File: src/rtl/fifo_pkg.sv
// Shared types for the FIFO: per-cycle operation encoding used by the occupancy update.
package fifo_pkg;

  // Encoded as {push_ok, pop_ok}
  typedef enum logic [1:0] {
    OP_NONE = 2'b00,
    OP_POP  = 2'b01,
    OP_PUSH = 2'b10,
    OP_BOTH = 2'b11
  } fifo_op_e;

endpackage

File: src/rtl/fifo_mem.sv
// FIFO storage: DEPTH x WIDTH register file, one synchronous write port, one asynchronous read port.
module fifo_mem #(
  parameter int unsigned WIDTH     = 8,
  parameter int unsigned DEPTH     = 16,
  parameter int unsigned ADDR_BITS = 4
) (
  input  logic                 i_clk,
  input  logic                 we,
  input  logic [ADDR_BITS-1:0] waddr,
  input  logic [WIDTH-1:0]     wdata,
  input  logic [ADDR_BITS-1:0] raddr,
  output logic [WIDTH-1:0]     rdata_c
);

  logic [WIDTH-1:0] mem [DEPTH];

  // Contents are intentionally not reset; the pointers define validity
  always_ff @(posedge i_clk) begin
    if (we) mem[waddr] <= wdata;
  end

  assign rdata_c = mem[raddr];

endmodule

File: src/rtl/fifo.sv
// First-word fall-through FIFO with register-array storage and registered empty/full/count.
// Optional sticky overflow/underflow flag o_err when FIFO_ERR_EN is defined.
module fifo
  import fifo_pkg::*;
#(
  parameter int unsigned WIDTH = 8,
  parameter int unsigned DEPTH = 16
) (
  input  logic                        i_clk,
  input  logic                        i_rst_n,
  input  logic [WIDTH-1:0]            i_data,
  input  logic                        i_push,
  input  logic                        i_pop,
  output logic [WIDTH-1:0]            o_data,
  output logic                        o_empty,
  output logic                        o_full,
  output logic [$clog2(DEPTH):0]      o_count
`ifdef FIFO_ERR_EN
  ,
  output logic                        o_err
`endif
);

  localparam int unsigned ADDR_BITS = $clog2(DEPTH);
  localparam int unsigned CNT_W     = ADDR_BITS + 1;

  logic [ADDR_BITS-1:0] rd_ptr_q;
  logic [ADDR_BITS-1:0] wr_ptr_q;
  logic                 push_ok;
  logic                 pop_ok;
  logic [CNT_W-1:0]     count_nxt;
  fifo_op_e             op;

  // A full queue still accepts a push when the head is popped in the same cycle
  assign push_ok = i_push & (~o_full | i_pop);
  assign pop_ok  = i_pop & ~o_empty;

  always_comb begin
    op        = fifo_op_e'({push_ok, pop_ok});
    count_nxt = o_count;
    case (op)
      OP_PUSH: count_nxt = o_count + CNT_W'(1);
      OP_POP:  count_nxt = o_count - CNT_W'(1);
      default: count_nxt = o_count;
    endcase
  end

  always_ff @(posedge i_clk) begin
    if (!i_rst_n) begin
      rd_ptr_q <= '0;
      wr_ptr_q <= '0;
      o_count  <= '0;
      o_empty  <= 1'b1;
      o_full   <= 1'b0;
    end else begin
      if (push_ok) wr_ptr_q <= wr_ptr_q + ADDR_BITS'(1);
      if (pop_ok)  rd_ptr_q <= rd_ptr_q + ADDR_BITS'(1);
      o_count <= count_nxt;
      o_empty <= (count_nxt == '0);
      o_full  <= (count_nxt == CNT_W'(DEPTH));
    end
  end

`ifdef FIFO_ERR_EN
  // Sticky: overflow (push at full without pop) or underflow (pop at empty)
  always_ff @(posedge i_clk) begin
    if (!i_rst_n) begin
      o_err <= 1'b0;
    end else if ((i_push & o_full & ~i_pop) | (i_pop & o_empty)) begin
      o_err <= 1'b1;
    end
  end
`endif

  fifo_mem #(
    .WIDTH     (WIDTH),
    .DEPTH     (DEPTH),
    .ADDR_BITS (ADDR_BITS)
  ) u_mem (
    .i_clk   (i_clk),
    .we      (push_ok),
    .waddr   (wr_ptr_q),
    .wdata   (i_data),
    .raddr   (rd_ptr_q),
    .rdata_c (o_data)
  );

endmodule
File: config.mk
export PLATFORM = sky130hd
export DESIGN_NAME = fifo
export DESIGN_NICKNAME = d
export VERILOG_FILES = /design/src/rtl/fifo_pkg.sv /design/src/rtl/fifo_mem.sv /design/src/rtl/fifo.sv
export SDC_FILE = /design/constraint.sdc
export NUM_CORES = 1
export LEC_CHECK = 0
export ABC_AREA = 1
export CAP_MARGIN = 0
export CORE_ASPECT_RATIO = 0.8
export CORE_MARGIN = 3
export CORE_UTILIZATION = 30
export CTS_CLUSTER_DIAMETER = 40
export CTS_CLUSTER_SIZE = 14
export DETAILED_ROUTE_END_ITERATION = 12
export GPL_ROUTABILITY_DRIVEN = 1
export HOLD_SLACK_MARGIN = 0.03
export PLACE_DENSITY_LB_ADDON = 0.12
export RECOVER_POWER = 25
export REMOVE_ABC_BUFFERS = 1
export SLEW_MARGIN = 20
export SYNTH_ARGS = -nofsm -noshare
export SYNTH_HDL_FRONTEND = slang
export SYNTH_SLANG_ARGS = --single-unit
File: constraint.sdc
create_clock -name i_clk -period 3.25 [get_ports i_clk]
set_input_delay 0.8125 -clock i_clk [delete_from_list [all_inputs] [get_ports i_clk]]
set_output_delay 0.8125 -clock i_clk [all_outputs]
set_load 0.005 [all_outputs]
**Word-level counts from Yosys, hierarchy flattened**

Memories as Yosys holds them, arrays and structs flattened. A register that Yosys moved wholly into a read port is not among the register bits.
Cells that the tools add are included.
W data, S select, Z words.

- Register bits: 15
- Memory bits (writable): 128
- Input port bits: 12
- Logic and storage cells: 24
- Memories kept: 1

Memories:

| name | depth | width | read ports | clocked after Yosys merged registers in | wr ports | RTL line | RTL |
|---|---|---|---|---|---|---|---|
| u_mem.mem | 16 | 8 | 1 | 1 | 1 | fifo_mem.sv:15 | `logic [WIDTH-1:0] mem [DEPTH];` |

- Add/sub/neg operators: 4
- Equality and inequality tests: 3
- Mux-type cells: 5
- Bitwise operators: 5
- Reduce and logical (&&, ||, !) cells: 1

Operators with widths:

| cell | number |
|---|---|
| $pmux W5 S2 | 1 |
| $add A4 B1 Y4 const B | 2 |
| $mux W4 | 2 |
| $add A5 B1 Y5 const B | 1 |
| $eq A5 B5 Y1 const B | 1 |
| $logic_not A5 Y1 | 1 |
| $sub A5 B1 Y5 const B | 1 |
| $and A1 B1 Y1 | 2 |
| $eq A2 B1 Y1 const B | 1 |
| $eq A2 B2 Y1 const B | 1 |
| $mux W1 | 2 |
| $not A1 Y1 | 2 |
| $or A1 B1 Y1 | 1 |

**Depth between registers and ports, before layout**

- Depth in word-level cells: 6
- Gate-level depth with buffers: 17
- Mapped depth without buffers: 17

**Hierarchy**

A second synthesis with hierarchy kept.

- Cells, all modules: 662
- Area total of the unflattened synthesis: 6452.4 um2

By module, submodules not included:

| module | times used | cells an instance | area each (um2) | sequential area each (um2) |
|---|---|---|---|---|
| fifo_mem | 1 | 543 | 5606.6 | 3843.7 |
| fifo | 1 | 119 | 845.8 | 300.3 |

**Worst setup path before layout**

OpenSTA, ideal clock, no wires.

- Kind: input to register
- Start: input port i_push
- End: register o_empty
- Library setup time: 0.059 ns
- Arrival: 2.082 ns
- Setup slack: 1.110 ns
- Stages on the path: 9
- Path through: clkinv_2 -> a21oi_2 -> inv_1 -> ha_1 -> o21ai_0 -> nand2_1 -> nor2_2 -> nand3_1 -> nand2_1

- Longest elaborated chain between the ends: 4

Ends and longest elaborated chain:

| item | RTL line | RTL |
|---|---|---|
| from (decl) | fifo.sv:12 | `input logic i_push,` |
| $and A1 B1 Y1 * | fifo.sv:35 | `assign push_ok = i_push & (~o_full \| i_pop);` |
| $eq A2 B1 Y1 / $eq A2 B2 Y1 (equally long branches) | fifo.sv:41 | `case (op)` |
| $pmux W5 S2 * | fifo.sv:41 |  |
| $logic_not A5 Y1 * | fifo.sv:59 | `o_empty <= (count_nxt == '0);` |
| to (signal assigned) | fifo.sv:59 |  |
| to (decl) | fifo.sv:15 | `output logic o_empty,` |

Mark *: on every way between the ends. The rest lies on a longest branch, timed or not.
A chain may end at the register's enable or synchronous reset.

==> qor.csv <==
stage,metric,value,unit
synth,synth_xor_area_share,0.407,%
clocking,cts.clk_slew.worst_paths,0.06,ns
synth,synth_compound_area_share,11.3,%
route,drc,0,
setup_path,slowest_stage,dfxtp_2,
setup_path,crit_type,register to primary output,
route,first_iter_violations,202,
hold_path,min_path_type,register to register,
synth,muxShareOfSynthArea,5.21,%
power_and_ir_drop,p_leak,2.65,nW
final_layout,utilization,37.7,%
floorplan,fp.dieW,166,microns
synth,ys_warn_count,0,
route,ant_nets,0,
place,dp_hpwl,9130,microns
setup_path,r2r_cells,17,
setup_path,rrSetupSlack,1.42,ns
hold_path,hold_end,rd_ptr_q[2],
final_layout,finalNonFillerCells,819,
floorplan,die_area,22200,sq um
clocking,cts_buffers,17,
synth,synth_top_area_share,62.6,%
final_layout,drive_above_1_share,14.2,%
setup_path,cp_data_arrival_time,2.28,ns
hold_path,hold_start,rd_ptr_q[2],
floorplan,initial_core_util,30.8,%
flow_run,cap_violations,0,
clocking,cts.sinks,147,
synth,synth_top_area_cell,edfxtp_1,
setup_path,endpoint_kind,primary output,
final_layout,diodes,0,
synth,synthAdderAreaFrac,1.43,%
place,placed_area,6860,sq um
power_and_ir_drop,switchingPower,1.11,mW
timing,finClkSkew,0.0133,ns
clocking,cts_max_level,4,
setup_path,crit_family,buffers and inverters,
grt,grt_pass1_wl,22400,microns
clocking,cts_max_path_buffers,2,
setup_path,critPathRequiredTime,2.44,ns
synth,yosys-top-cells-area,"edfxtp_1, dfxtp_1, mux2i_1",
synth,yosys-top-cells-count,"edfxtp_1, inv_1, o21ai_0",
floorplan,pin_count,27,
power_and_ir_drop,p_comb_share,11.8,%
synth,synth_edf_count,128,
place,gp_congestion,0.751,
timing,finalCritPeriodShare,95.2,%
floorplan,fp-row-count,46,
power_and_ir_drop,cellPowerDensity,632,nW/um^2
timing,setup_violations,0,
grt,antenna_found_initial,0,
synth,syn_inst,489,
power_and_ir_drop,irDropWorstVdd,0.000259,V
final_layout,stdcell_area,7530,sq um
timing,max_slew_margin,55.5,%
power_and_ir_drop,internal_power,3.65,mW
place,io_buffers,26,
floorplan,coreArea,20000,sq um
power_and_ir_drop,p_seq_share,45.0,%
setup_path,worstSetupStartpointType,register,
route,avgViaCountPerCell,4.60,
grt,overflow,0,
timing,tightestPinTransition,0.666,ns
clocking,clock_latency,0.42,ns
setup_path,reg2reg_from,o_empty,
synth,async_reset_ff_share,0,%
grt,grt_use_total,13.5,%
floorplan,die_h,134,microns
timing,period_needed,3.09,ns
timing,rsz0062_at_grt,false,
synth,ys_types,32,
setup_path,cp_num_buf_inv,3,
setup_path,worstPathMaxFanout,22,
timing,report.final.slew_viol_count,0,
place,dp_cells,785,
route,vias,3770,
hold_path,hold_depth,2,
synth,synth_seq_area_share,68.8,%
setup_path,r2r_end,o_empty,
route,wl_per_cell,17.8,microns
final_layout,area_growth,22.7,%
clocking,cts_root_buffer,clkbuf_16,
route,firstDrtPassIters,4,
clocking,cts_tree,done,
power_and_ir_drop,swShare,23.3,%
synth,avgSynthCellArea,12.6,sq um
synth,synthSimpleGateAreaFrac,7.39,%
synth,synthesis.area,6140,sq um
timing,hold_viol_final,0,
timing,fmax,0.323,GHz
outcome,outcome,"complete, no violations",
synth,yosysMostFrequentCell,edfxtp_1,
final_layout,nets,561,
setup_path,path_cells,inv_1 > buf_4 > o211ai_1 > nand3_1 > nand2_1 > clkdlybuf4s50_1,
grt,grt_pass1_vias,3793,
synth,synth_top_family_by_area,compound AO/OA/AOI/OAI gates,
setup_path,slowest_delay,0.50,ns
power_and_ir_drop,clock_power_share,43.2,%
synth,synth_ff_type,edfxtp_1,
clocking,holdBufCountCts,0,
grt,grt_max_degree,26,
synth,ys_seq_elements,147,
route,routed_wl,14600,microns
[power by group through the flow]
stage | clock network [mW] | logic (mW) | registers [mW]
floorplan | 0 | 0.284 | 2.20
global placement | 0 | 0.542 | 2.19
detailed placement | 0 | 0.544 | 2.19
CTS | 2.11 | 0.562 | 2.15
global route | 2.20 | 0.633 | 2.15
finish | 2.06 | 0.563 | 2.14
[per-layer routing]
metal	wire length, microns	GRT usage [%]	part of all wire (%)
met4	40	4.02	0.27
met2	6680	21.0	46
met5	0	0	0
met1	7200	18.9	49
met3	636	3.48	4.4
[cells in the final DEF (no fill, tap or decap), types with 17 or more instances in the layout]
cell / n
edfxtp_1: 128
inv_1: 56
o21ai_0: 45
a21oi_1: 41
nand2_1: 37
mux2i_1: 32
o211ai_1: 32
nor2_1: 28
buf_4: 26
clkbuf_16: 20
clkdlybuf4s50_1: 20
dfxtp_1: 17
[metrics by stage]
step / worst slack, ns / power (mW) / hold WS (ns) / TNS (ns)
after global placement: 0.379 / 2.74 / 0.484 / 0
final: 0.157 / 4.76 / 0.504 / 0
after CTS: 0.0547 / 4.82 / 0.504 / 0
after detailed placement: 0.339 / 2.74 / 0.494 / 0
after floorplan: -0.368 / 2.49 / 0.465 / -2.94
after global routing: 0.0136 / 4.98 / 0.547 / 0
[flip-flops by register name, summed over array words and instances, names as in the netlist, named ones only]
register   flops
o_empty        1
u_mem.mem    128
rd_ptr_q       4
o_full         1
wr_ptr_q       4
o_count        5
[cell families after synthesis]
logic type | after synthesis
AO/OA/AOI/OAI | 122
flip-flops | 147
adder cells (fa/ha/maj) | 7
buffers and inverters | 82
XOR/XNOR | 2
AND/OR/NAND/NOR | 97
multiplexers | 32
[cell type report]
class	count	area (sq um)
fill	1925	12400
tap	264	330
timing repair buffer	56	526
inverter	60	226
clock inverter	5	53.8
clock buffer	27	587
sequential	147	4230
multi-input combinational	260	1580
[worst min-delay path, cell delays in order (launching register included)]
cell	delay (ns)
dfxtp_1	0.33
inv_1	0.07
a21oi_1	0.06
[repair_timing]
| action | CTS | global route |
|---|---|---|
| hold endpoints to repair | 0 | 0 |
| setup buffers | 1 | 1 |
| setup endpoints to repair | 8 | 6 |
| gates resized for setup | 1 | 0 |
[worst max-delay path by stage]
stage          depth (start not counted)      from         to
3_3_place_gp                           6  register  o_data[6]
4_1_cts                                6  register  o_data[6]
6_report                               6  register  o_data[6]
5_1_grt                                6  register  o_data[6]
3_5_place_dp                          10     i_pop    o_empty
2_1_floorplan                          5  register  o_data[5]
Note: power is estimated with default switching activity, not from simulation.
